[config.mk]
export PLATFORM = sky130hd
export DESIGN_NAME = traffic_phase_scheduler
export DESIGN_NICKNAME = d
export VERILOG_FILES = /design/src/rtl/traffic_phase_scheduler_pkg.sv /design/src/rtl/traffic_phase_scheduler_rr_pick.sv /design/src/rtl/traffic_phase_scheduler.sv
export SDC_FILE = /design/constraint.sdc
export NUM_CORES = 1
export LEC_CHECK = 0
export CELL_PAD_IN_SITES_DETAIL_PLACEMENT = 1
export CELL_PAD_IN_SITES_GLOBAL_PLACEMENT = 1
export CORE_UTILIZATION = 25
export CTS_BUF_LIST = sky130_fd_sc_hd__clkbuf_2 sky130_fd_sc_hd__clkbuf_4 sky130_fd_sc_hd__clkbuf_8
export DETAILED_ROUTE_END_ITERATION = 7
export GPL_TIMING_DRIVEN = 0
export PLACE_DENSITY_LB_ADDON = 0.1
export SLEW_MARGIN = 10
export SYNTH_ARGS = -nofsm -noshare
export SYNTH_HDL_FRONTEND = slang
export SYNTH_SLANG_ARGS = --single-unit
export TNS_END_PERCENT = 10
[constraint.sdc]
create_clock -name clk -period 2.3 [get_ports clk]
set_clock_uncertainty 0.15 [all_clocks]
set_input_delay 0.23 -clock clk [delete_from_list [all_inputs] [get_ports clk]]
set_output_delay 0.23 -clock clk [all_outputs]
set_load 0.03 [all_outputs]
[src/rtl/traffic_phase_scheduler_pkg.sv]
// Shared definitions for the traffic phase scheduler: light codes,
// phase state encoding and a width helper.
package traffic_pkg;

  localparam logic [1:0] LIGHT_RED    = 2'b00;
  localparam logic [1:0] LIGHT_YELLOW = 2'b01;
  localparam logic [1:0] LIGHT_GREEN  = 2'b10;

  typedef enum logic [1:0] {
    ST_IDLE   = 2'd0,
    ST_GREEN  = 2'd1,
    ST_YELLOW = 2'd2,
    ST_ALLRED = 2'd3
  } phase_state_t;

  // Index width for n items, never less than one bit.
  function automatic int clog2(input int n);
    int w;
    w = 1;
    for (int i = 1; i < 31; i++) begin
      if ((1 << i) < n) w = i + 1;
    end
    return w;
  endfunction

endpackage

[src/rtl/traffic_phase_scheduler_rr_pick.sv]
// Combinational round-robin picker: first requester at or after ptr,
// wrapping modulo N_APPR.
module rr_pick
  import traffic_pkg::*;
#(
  parameter int N_APPR = 4,
  parameter int IDX_W  = clog2(N_APPR)
) (
  input  logic [N_APPR-1:0] req,
  input  logic [IDX_W-1:0]  ptr,
  output logic              valid,
  output logic [IDX_W-1:0]  idx
);

  logic [2*N_APPR-1:0] req_dbl;
  logic [N_APPR-1:0]   req_rot;
  logic [IDX_W:0]      sum;

  always_comb begin
    req_dbl = {req, req};
    req_rot = N_APPR'(req_dbl >> ptr);
    valid   = |req_rot;
    idx     = '0;
    sum     = '0;
    // Scan downwards so the lowest rotated position wins.
    for (int i = N_APPR - 1; i >= 0; i--) begin
      if (req_rot[i]) begin
        sum = {1'b0, ptr} + (IDX_W+1)'(i);
        if (sum >= (IDX_W+1)'(N_APPR)) sum = sum - (IDX_W+1)'(N_APPR);
        idx = sum[IDX_W-1:0];
      end
    end
  end

endmodule

[src/rtl/traffic_phase_scheduler.sv]
// Intersection sequencer: shares one green phase among N_APPR approaches
// through timed GREEN -> YELLOW -> ALLRED phases with round-robin grants.
module traffic_phase_scheduler
  import traffic_pkg::*;
#(
  parameter int N_APPR    = 4,
  parameter int GREEN_MIN = 4,
  parameter int GREEN_MAX = 12,
  parameter int YELLOW_T  = 2,
  parameter int ALLRED_T  = 1,
  parameter int CNT_W     = 4,
  localparam int IDX_W    = clog2(N_APPR)
) (
  input  logic                  clk,
  input  logic                  rst,
  input  logic [N_APPR-1:0]     sense,
  input  logic                  hold,
  output logic [2*N_APPR-1:0]   light,
  output logic [IDX_W-1:0]      active_idx,
  output logic                  phase_done
);

  localparam logic [CNT_W-1:0] T_GMIN = CNT_W'(GREEN_MIN - 1);
  localparam logic [CNT_W-1:0] T_GMAX = CNT_W'(GREEN_MAX - 1);
  localparam logic [CNT_W-1:0] T_YEL  = CNT_W'(YELLOW_T - 1);
  localparam logic [CNT_W-1:0] T_RED  = CNT_W'(ALLRED_T - 1);

  phase_state_t      state;
  logic [CNT_W-1:0]  timer;
  logic [IDX_W-1:0]  ptr;
  logic              pick_valid;
  logic [IDX_W-1:0]  pick_idx;
  logic [N_APPR-1:0] others;
  logic              green_exit;

  function automatic logic [2*N_APPR-1:0] light_at(input logic [IDX_W-1:0] idx,
                                                   input logic [1:0]       code);
    return (2*N_APPR)'(code) << (2 * int'(idx));
  endfunction

  function automatic logic [IDX_W-1:0] next_ptr(input logic [IDX_W-1:0] idx);
    return (idx == IDX_W'(N_APPR - 1)) ? '0 : idx + 1'b1;
  endfunction

  rr_pick #(
    .N_APPR (N_APPR),
    .IDX_W  (IDX_W)
  ) u_rr_pick (
    .req   (sense),
    .ptr   (ptr),
    .valid (pick_valid),
    .idx   (pick_idx)
  );

  // Green ends only when someone else waits and either the owner has left
  // or the maximum green has been served.
  always_comb begin
    others             = sense;
    others[active_idx] = 1'b0;
    green_exit = (timer >= T_GMIN) && (|others) &&
                 (!sense[active_idx] || (timer == T_GMAX));
  end

  always_ff @(posedge clk or posedge rst) begin
    if (rst) begin
      state      <= ST_IDLE;
      timer      <= '0;
      ptr        <= '0;
      active_idx <= '0;
      phase_done <= 1'b0;
      light      <= '0;
    end else begin
      phase_done <= 1'b0;
      if (!hold) begin
        case (state)
          ST_IDLE: begin
            if (pick_valid) begin
              state      <= ST_GREEN;
              timer      <= '0;
              active_idx <= pick_idx;
              ptr        <= next_ptr(pick_idx);
              light      <= light_at(pick_idx, LIGHT_GREEN);
            end
          end
          ST_GREEN: begin
            if (green_exit) begin
              state <= ST_YELLOW;
              timer <= '0;
              light <= light_at(active_idx, LIGHT_YELLOW);
            end else if (timer != T_GMAX) begin
              timer <= timer + 1'b1;
            end
          end
          ST_YELLOW: begin
            if (timer == T_YEL) begin
              state      <= ST_ALLRED;
              timer      <= '0;
              light      <= '0;
              phase_done <= (ALLRED_T == 1);
            end else begin
              timer <= timer + 1'b1;
            end
          end
          ST_ALLRED: begin
            // phase_done is raised so that it coincides with the final red cycle.
            if (timer == T_RED) begin
              timer <= '0;
              if (pick_valid) begin
                state      <= ST_GREEN;
                active_idx <= pick_idx;
                ptr        <= next_ptr(pick_idx);
                light      <= light_at(pick_idx, LIGHT_GREEN);
              end else begin
                state <= ST_IDLE;
                light <= '0;
              end
            end else begin
              timer      <= timer + 1'b1;
              phase_done <= (timer + 1'b1 == T_RED);
            end
          end
          default: begin
            state <= ST_IDLE;
            timer <= '0;
            light <= '0;
          end
        endcase
      end
    end
  end

endmodule

==> results.yml, run 1 <==
cells_and_area:
  synthToLayoutAreaGrowth_pct: 25.6
  final_nets: 176
  n_antenna_cell: 0
  mostFrequentLayoutCells: "18 x inv_1, 15 x dfrtp_1, 13 x clkdlybuf4s50_1"
  final_common_cell: "inv_1"
  postLayoutCellArea_um2: 1740
  drive_above_1_share: 0.239
timing:
  rsz0062_at_grt: "false"
  drv_slew: 0
  fin_ws_ns: 0.0993
  fin_crit_ns: 2.20
  max-slew-margin-rel: 0.431
  fmax_ghz: 0.454
  finalSetupViolations: 0
  hold_viol_final: 0
  worst_pin_slew_ns: 0.853
  fin_crit_sh: 0.957
logic_synthesis:
  netlist_instances: 133
  syn_area_um2: 1380
  synth_seq_cells: 19
  syn-mean-instance-area_um2: 10.4
  synth_ff_type: "dfrtp_1"
  synthTopCellsByArea: "dfrtp_1 34%, ha_1 12%, mux2_4 5.4%"
  ys_warn_count: 0
  synth_area_leader_cell: "dfrtp_1"
  syn-num-nets: 153
  yosys.area.top_type_share: 0.344
  synth-async-reset-ratio: 1.00
  yosys.cell_types.count: 43
  synth_edf_count: 0
  ys_seq_area_frac: 0.344
setup_path:
  crit_type: "flip-flop to flip-flop"
  crit_path_end_kind: "flip-flop"
  cp-start-kind: "flip-flop"
  crit_path_start: "active_idx[1]"
  critPathArrivalTime_ns: 2.19
  required_ns: 2.29
  worstReg2RegStart: "active_idx[1]"
  crit_fanout: 9
  reg2reg_depth: 5
global_routing:
  grt_max_degree: 20
  track_usage: 0.124
  grt_remaining_overflow: 0
  use_met1: 0.150
  grt_pass1_wl_mm: 5.75
  grt_pass1_vias: 1188
  grt_antenna_before_repair: 0
  grt_use_met3: 0.0251
  met2_usage: 0.209
  busiest_layer: "met2"
floorplanning:
  dieArea_um2: 5830
  core-area_um2: 5200
  fp.dieW_um: 76.4
  fp-row-count: 26
  io_pins: 18
  die_h_um: 76.4
  start_util: 0.266
power:
  power_density_nw_per_um2: 1320
  seq_power_share: 0.263
  power_w: 0.00230
  pwr-share-clk: 0.108
  p_int_w: 0.00126
  swShare: 0.450
  p_comb_frac: 0.629
  leakage_nw: 0.790
  p_switching_w: 0.00103
  vdd_drop_max_mv: 0.410
place:
  pre_cts_slack_ns: -0.289
  place_hpwl_mm: 2.61
  postPlaceCellArea_um2: 1640
  gp_congestion: 0.740
  port_buffers: 17
route:
  vias: 1061
  drc: 0
  drt_first_iter_violations: 42
  drtAntennaViolNets: 0
  wire_per_inst_um: 15.2
  via_per_inst: 4.72
  dr.pass1.iters: 4
  wirelength_mm: 3.41
clock_tree:
  clk_pin_slew_ns: 0.08
  cts_buffers: 3
  cts_tree: "yes"
  clkSinkCount: 19
  ctsHoldBuffers: 0
  post_cts_buffers: 0
  cts_root_buf: "clkbuf_8"
  clk_latency_ns: 0.26
  h-tree-depth: 1
  cts_buffer_depth: 2
worst_hold_path:
  min_path_type: "input pin to asynchronous set/reset pin"
status:
  status: "completed"
run:
  drv_cap: 0
## per-stage QoR
stage	util	hold slack, ns	TNS (ns)	instances
6_report	0.334	0.295	0	225
5_1_grt	0.334	0.354	0	225
4_1_cts	0.327	0.303	0	224
3_5_place_dp	0.315	0.342	-2.62	220
3_3_place_gp	0.315	0.349	-1.89	220
2_1_floorplan	-	0.0311	0	133
## routing by layer
layer  wire, um  vias up  share of wire
met5          0        -              0
met4         87        0          0.026
met3         97        8          0.028
met2       1660       14           0.49
met1       1560      530           0.46
li1           -      509              -
## synth_stat cells (2+ instances only)
cell type and count:
a21o_1 3, a21oi_1 6, a22o_1 2, and3_2 2, buf_6 2, dfrtp_1 19, ha_1 13, inv_1 18
mux2_2 4, mux2_4 5, mux2i_1 5, nand2_1 10, nand3_1 2, nor2_1 7, nor2b_1 4, nor3_1 2
o22ai_1 3
## sequential cells by signal (all words and copies together), names as in the netlist
signal	count
light	8
timer	4
active_idx	2
ptr	2
state	2
phase_done	1
## power groups by stage
stage	clock network, W	logic (W)	registers (W)
finish	0.000248	0.00145	0.000603
global route	0.000278	0.00159	0.000628
CTS	0.000262	0.00140	0.000603
detailed placement	0	0.00139	0.000606
global placement	0	0.00137	0.000598
floorplan	0	0.000878	0.000723
## final timing paths
check | end | slack [ns]
hold reg to reg | light[3] | 0.38
setup / recovery | timer[2] | 0.1
max in group asynchronous | timer[0] | 1.13
hold / removal | state[1] | 0.29
min in group clk | light[3] | 0.38
setup reg to reg | timer[2] | 0.1
## worst max-delay path, cell delays in order (launching register included)
cell and delay (ns):
dfrtp_2 0.48, or3_4 0.42, o31ai_2 0.27, o2111a_1 0.32
a2111oi_2 0.08, a221o_1 0.37
## area by class of cell
type                            instances  area (um2)
Fill cell                             597        3470
Multi-Input combinational cell         92         836
Sequential cell                        19         480
Timing Repair Buffer                   18         181
Tap cell                               70        87.6
Inverter                               18        67.6
Clock buffer                            3        41.3
Buffer                                  4        35.0
Clock inverter                          1        7.51
## what timing repair did
action,4_1_cts,5_1_grt
endpoints found under the setup margin,5,11
pin swaps,0,0
gates resized for setup,3,9
cloned,0,1
## cell families after synthesis
logic type | Yosys count | synth area share
compound gates | 27 | 0.175
xor+xnor | 1 | 0.00634
fa+ha+maj | 13 | 0.118
buf+inv | 22 | 0.0742
flops | 19 | 0.344
mux | 15 | 0.139
simple gates | 36 | 0.144
Note: power is estimated with default switching activity, not from simulation.
==> run 2: changes to the inputs <==
--- a/config.mk
+++ b/config.mk
@@ -11,9 +11,10 @@
 export CTS_BUF_LIST = sky130_fd_sc_hd__clkbuf_2 sky130_fd_sc_hd__clkbuf_4 sky130_fd_sc_hd__clkbuf_8
 export DETAILED_ROUTE_END_ITERATION = 7
 export GPL_TIMING_DRIVEN = 0
+export MAX_ROUTING_LAYER = met4
 export PLACE_DENSITY_LB_ADDON = 0.1
 export SLEW_MARGIN = 10
 export SYNTH_ARGS = -nofsm -noshare
 export SYNTH_HDL_FRONTEND = slang
 export SYNTH_SLANG_ARGS = --single-unit
-export TNS_END_PERCENT = 10
+export TNS_END_PERCENT = 5
==> results.yml, run 2 (synthesis gave the netlist of run 1 again) <==
floorplanning:
  dieArea_um2: 5830
  die_h_um: 76.4
  core-area_um2: 5200
  fp-row-count: 26
  start_util: 0.266
  io_pins: 18
  fp.dieW_um: 76.4
clock_tree:
  clk_latency_ns: 0.26
  clkSinkCount: 19
  cts_tree: "yes"
  post_cts_buffers: 0
  ctsHoldBuffers: 0
  clk_pin_slew_ns: 0.08
  cts_buffers: 3
  h-tree-depth: 1
  cts_buffer_depth: 2
  cts_root_buf: "clkbuf_8"
power:
  vdd_drop_max_mv: 0.410
  power_w: 0.00230
  power_density_nw_per_um2: 1320
  leakage_nw: 0.790
worst_hold_path:
  min_path_type: "input pin to asynchronous set/reset pin"
cells_and_area:
  max_flop_register: "light"
  final_nets: 176
  top_regs: "light x8, timer x4"
  largest_reg_flops: 8
  final_common_cell: "inv_1"
  mostFrequentLayoutCells: "18 x inv_1, 15 x dfrtp_1, 13 x clkdlybuf4s50_1"
  fin_cells: 225
  drive_above_1_share: 0.239
  fin_util: 0.334
  n_antenna_cell: 0
  synthToLayoutAreaGrowth_pct: 25.6
global_routing:
  grt_remaining_overflow: 0
  grt_antenna_before_repair: 0
  grt_pass1_vias: 1188
  track_usage: 0.127
  grt_max_degree: 20
  grt_pass1_wl_mm: 5.75
route:
  wire_per_inst_um: 15.2
  vias: 1061
  wirelength_mm: 3.41
  drtAntennaViolNets: 0
  via_per_inst: 4.72
  dr.pass1.iters: 4
  drt_first_iter_violations: 42
  drc: 0
timing:
  max-slew-margin-rel: 0.431
  worst_pin_slew_ns: 0.853
  fin_crit_sh: 0.957
  fin_crit_ns: 2.20
  fmax_ghz: 0.454
  rsz0062_at_grt: "false"
  finalSetupViolations: 0
  drv_slew: 0
  holdWs_ns: 0.295
  hold_viol_final: 0
run:
  drv_cap: 0
setup_path:
  crit_fanout: 9
  cp-start-kind: "flip-flop"
  crit_type: "flip-flop to flip-flop"
  critPathArrivalTime_ns: 2.19
  crit_path_end_kind: "flip-flop"
  required_ns: 2.29
status:
  status: "completed"
place:
  placed_cells: 220
  place_hpwl_mm: 2.61
  gp_congestion: 0.749
  port_buffers: 17
-- run 2: cell counts in the layout (fill, tap and decap cells not counted) --
No cell type changed its count.
-- run 2: repair_timing --
item / CTS / global route
gates resized for setup: 3 / 9
setup endpoints to repair: 5 / 11
gates cloned: 0 / 1
-- run 2: cell type report --
type | instances | area (um2)
fillers | 597 | 3470
clock buffers | 3 | 41.3
flip-flops and latches | 19 | 480
plain buffers | 4 | 35.0
inverters | 18 | 67.6
clock inverters | 1 | 7.51
well taps | 70 | 87.6
repair buffers | 18 | 181
multi-input cells | 92 | 836
-- run 2: worst paths after layout --
| path | start | end | slack [ns] | cells past startpoint |
|---|---|---|---|---|
| worst max-delay path | active_idx[1] | timer[2] | 0.1 | 5 |
| worst min-delay path | rst | state[1] | 0.29 | 2 |
| worst max register to register | active_idx[1] | timer[2] | 0.1 | 5 |
| worst min register to register | light[3] | light[3] | 0.38 | 2 |
| max in group asynchronous | rst | timer[0] | 1.13 | 2 |
| min in group clk | light[3] | light[3] | 0.38 | 2 |
-- run 2: report_power, final --
group | total (W) | switching (W) | internal (W)
Combinational | 0.00145 | 0.000781 | 0.000665
Sequential | 0.000603 | 0.000127 | 0.000476
Clock | 0.000248 | 0.000126 | 0.000122
Total | 0.00230 | 0.00103 | 0.00126
-- run 2: per-stage QoR --
stage	setup WS [ns]	instance area (um2)	TNS [ns]
after floorplan	0.0656	1380	0
after global placement	-0.246	1640	-1.89
after detailed placement	-0.289	1640	-2.62
after CTS	0.00309	1700	0
after global routing	0.0154	1740	0
final	0.0993	1740	0
-- run 2: layer usage --
layer,GRT usage,up-vias,part of all wire
li1,-,509,-
met1,0.150,530,0.46
met2,0.209,14,0.49
met3,0.0251,8,0.028
met4,0.0577,0,0.026
met5,-,-,0
-- run 2: critical path: stages (launching register included) --
cell and delay, ns:
dfrtp_2 0.48, or3_4 0.42, o31ai_2 0.27, o2111a_1 0.32, a2111oi_2 0.08, a221o_1 0.37
==> run 3: changes to the inputs <==
--- a/config.mk
+++ b/config.mk
@@ -5,11 +5,13 @@
 export SDC_FILE = /design/constraint.sdc
 export NUM_CORES = 1
 export LEC_CHECK = 0
+export ABC_CLOCK_PERIOD_IN_PS = 2300
 export CELL_PAD_IN_SITES_DETAIL_PLACEMENT = 1
 export CELL_PAD_IN_SITES_GLOBAL_PLACEMENT = 1
-export CORE_UTILIZATION = 25
+export CORE_UTILIZATION = 44
 export CTS_BUF_LIST = sky130_fd_sc_hd__clkbuf_2 sky130_fd_sc_hd__clkbuf_4 sky130_fd_sc_hd__clkbuf_8
 export DETAILED_ROUTE_END_ITERATION = 7
+export GPL_ROUTABILITY_DRIVEN = 1
 export GPL_TIMING_DRIVEN = 0
 export MAX_ROUTING_LAYER = met4
 export PLACE_DENSITY_LB_ADDON = 0.1
==> results.yml, run 3 (synthesis gave the netlist of run 1 again) <==
timing:
  fmax_ghz: 0.444
  hold_viol_final: 0
  holdWs_ns: 0.197
  worst_pin_slew_ns: 0.744
  fin_crit_sh: 0.979
  drv_slew: 0
  fin_crit_ns: 2.25
  finalSetupViolations: 0
  max-slew-margin-rel: 0.504
cells_and_area:
  drive_above_1_share: 0.248
  largest_reg_flops: 8
  synthToLayoutAreaGrowth_pct: 23.0
  mostFrequentLayoutCells: "17 x inv_1, 17 x clkdlybuf4s50_1, 16 x dfrtp_1"
  n_antenna_cell: 0
  final_nets: 178
  top_regs: "light x8, timer x4"
  max_flop_register: "light"
  fin_util: 0.591
clock_tree:
  cts_buffers: 3
  cts_buffer_depth: 2
  clk_pin_slew_ns: 0.12
  h-tree-depth: 1
  clk_latency_ns: 0.29
  clkSinkCount: 19
  cts_tree: "yes"
  cts_root_buf: "clkbuf_4"
floorplanning:
  start_util: 0.481
  fp.dieW_um: 58.1
  die_h_um: 58.1
  fp-row-count: 19
  core-area_um2: 2880
  dieArea_um2: 3370
  io_pins: 18
global_routing:
  grt_pass1_wl_mm: 5.24
  grt_pass1_vias: 1109
  track_usage: 0.206
  grt_remaining_overflow: 0
  grt_antenna_before_repair: 0
  grt_max_degree: 20
route:
  wire_per_inst_um: 15.2
  drt_first_iter_violations: 23
  wirelength_mm: 3.02
  drtAntennaViolNets: 0
  drc: 1
  dr.pass1.iters: 6
  via_per_inst: 5.25
  vias: 1044
setup_path:
  crit_path_end_kind: "flip-flop"
  crit_fanout: 10
  worstPathCellList: "clkdlybuf4s50_1, mux4_2, a31oi_4, and3_1, buf_6, mux2_4"
  required_ns: 2.34
  critPathArrivalTime_ns: 2.29
  cpPeakStageDelay_ns: 0.57
  worstReg2RegEnd: "state[1]"
  reg2reg_depth: 6
  critPathTopFamily: "multiplexers"
  crit_buf_inv: 2
  cp-start-kind: "input pin"
  cpMaxStageDelayCell: "clkdlybuf4s50_1"
  rrSetupSlack_ns: 0.08
  crit_type: "input pin to flip-flop"
  worstReg2RegStart: "active_idx[0]"
run:
  drv_cap: 0
power:
  p_switching_w: 0.00103
  power_density_nw_per_um2: 1340
  leakage_nw: 0.771
  vdd_drop_max_mv: 0.680
  pwr-share-clk: 0.083
  p_comb_frac: 0.650
  seq_power_share: 0.267
  p_int_w: 0.00124
  swShare: 0.453
place:
  place_hpwl_mm: 2.29
  gp_congestion: 0.773
  port_buffers: 17
status:
  violations: "design-rule violations"
  status: "complete, but fails checks"
worst_hold_path:
  min_path_type: "input pin to asynchronous set/reset pin"
## run 3: repair_timing
item | in CTS | in global routing
hold buffers | 0 | 0
setup buffers | 0 | 3
setup endpoints to repair | 5 | 11
gates resized for setup | 1 | 8
gates cloned | 0 | 0
## run 3: power by group through the flow
stage	sequential, W	combinational (W)	clock [W]
after floorplan	0.000723	0.000878	0
after global placement	0.000590	0.00134	0
after detailed placement	0.000600	0.00138	0
after CTS	0.000594	0.00139	0.000193
after global routing	0.000629	0.00161	0.000212
final	0.000606	0.00148	0.000189
## run 3: layout make-up
cell class                 instances  area (um2)
tap                               42        52.6
sequential                        19         479
multi-input combinational         92         843
fill                             326        1180
timing repair buffer              20         193
inverter                          18        67.6
clock buffer                       4        30.0
buffer                             4        35.0
## run 3: metrics by stage
step / instance area [um2] / worst slack [ns] / power [W] / TNS, ns / std cells
detailed placement: 1610 / -0.290 / 0.00198 / -2.45 / 192
floorplan: 1380 / 0.0656 / 0.00160 / 0 / 133
global placement: 1610 / -0.210 / 0.00193 / -1.48 / 192
CTS: 1640 / 0.0286 / 0.00218 / 0 / 196
global route: 1700 / -0.00121 / 0.00245 / -0.00121 / 199
finish: 1700 / 0.0473 / 0.00227 / 0 / 199
## run 3: worst max path at each step
| stage | endpoint | depth (start not counted) | slack, ns | from |
|---|---|---|---|---|
| global route | timer[0] | 5 | -0.001 | active_idx[1] |
| CTS | light[4] | 8 | 0.03 | state[0] |
| floorplan | light[0] | 6 | 0.07 | active_idx[0] |
| detailed placement | light[4] | 6 | -0.29 | sense[0] |
| global placement | state[1] | 6 | -0.21 | sense[1] |
| finish | state[1] | 6 | 0.05 | sense[0] |
## run 3: layer usage
| layer | routed length (um) | global-route usage | up-vias |
|---|---|---|---|
| met5 | 0 | - | - |
| met4 | 13 | 0.0442 | 0 |
| met2 | 1500 | 0.342 | 9 |
| met3 | 56 | 0.0246 | 2 |
| met1 | 1450 | 0.272 | 519 |
| li1 | - | - | 514 |
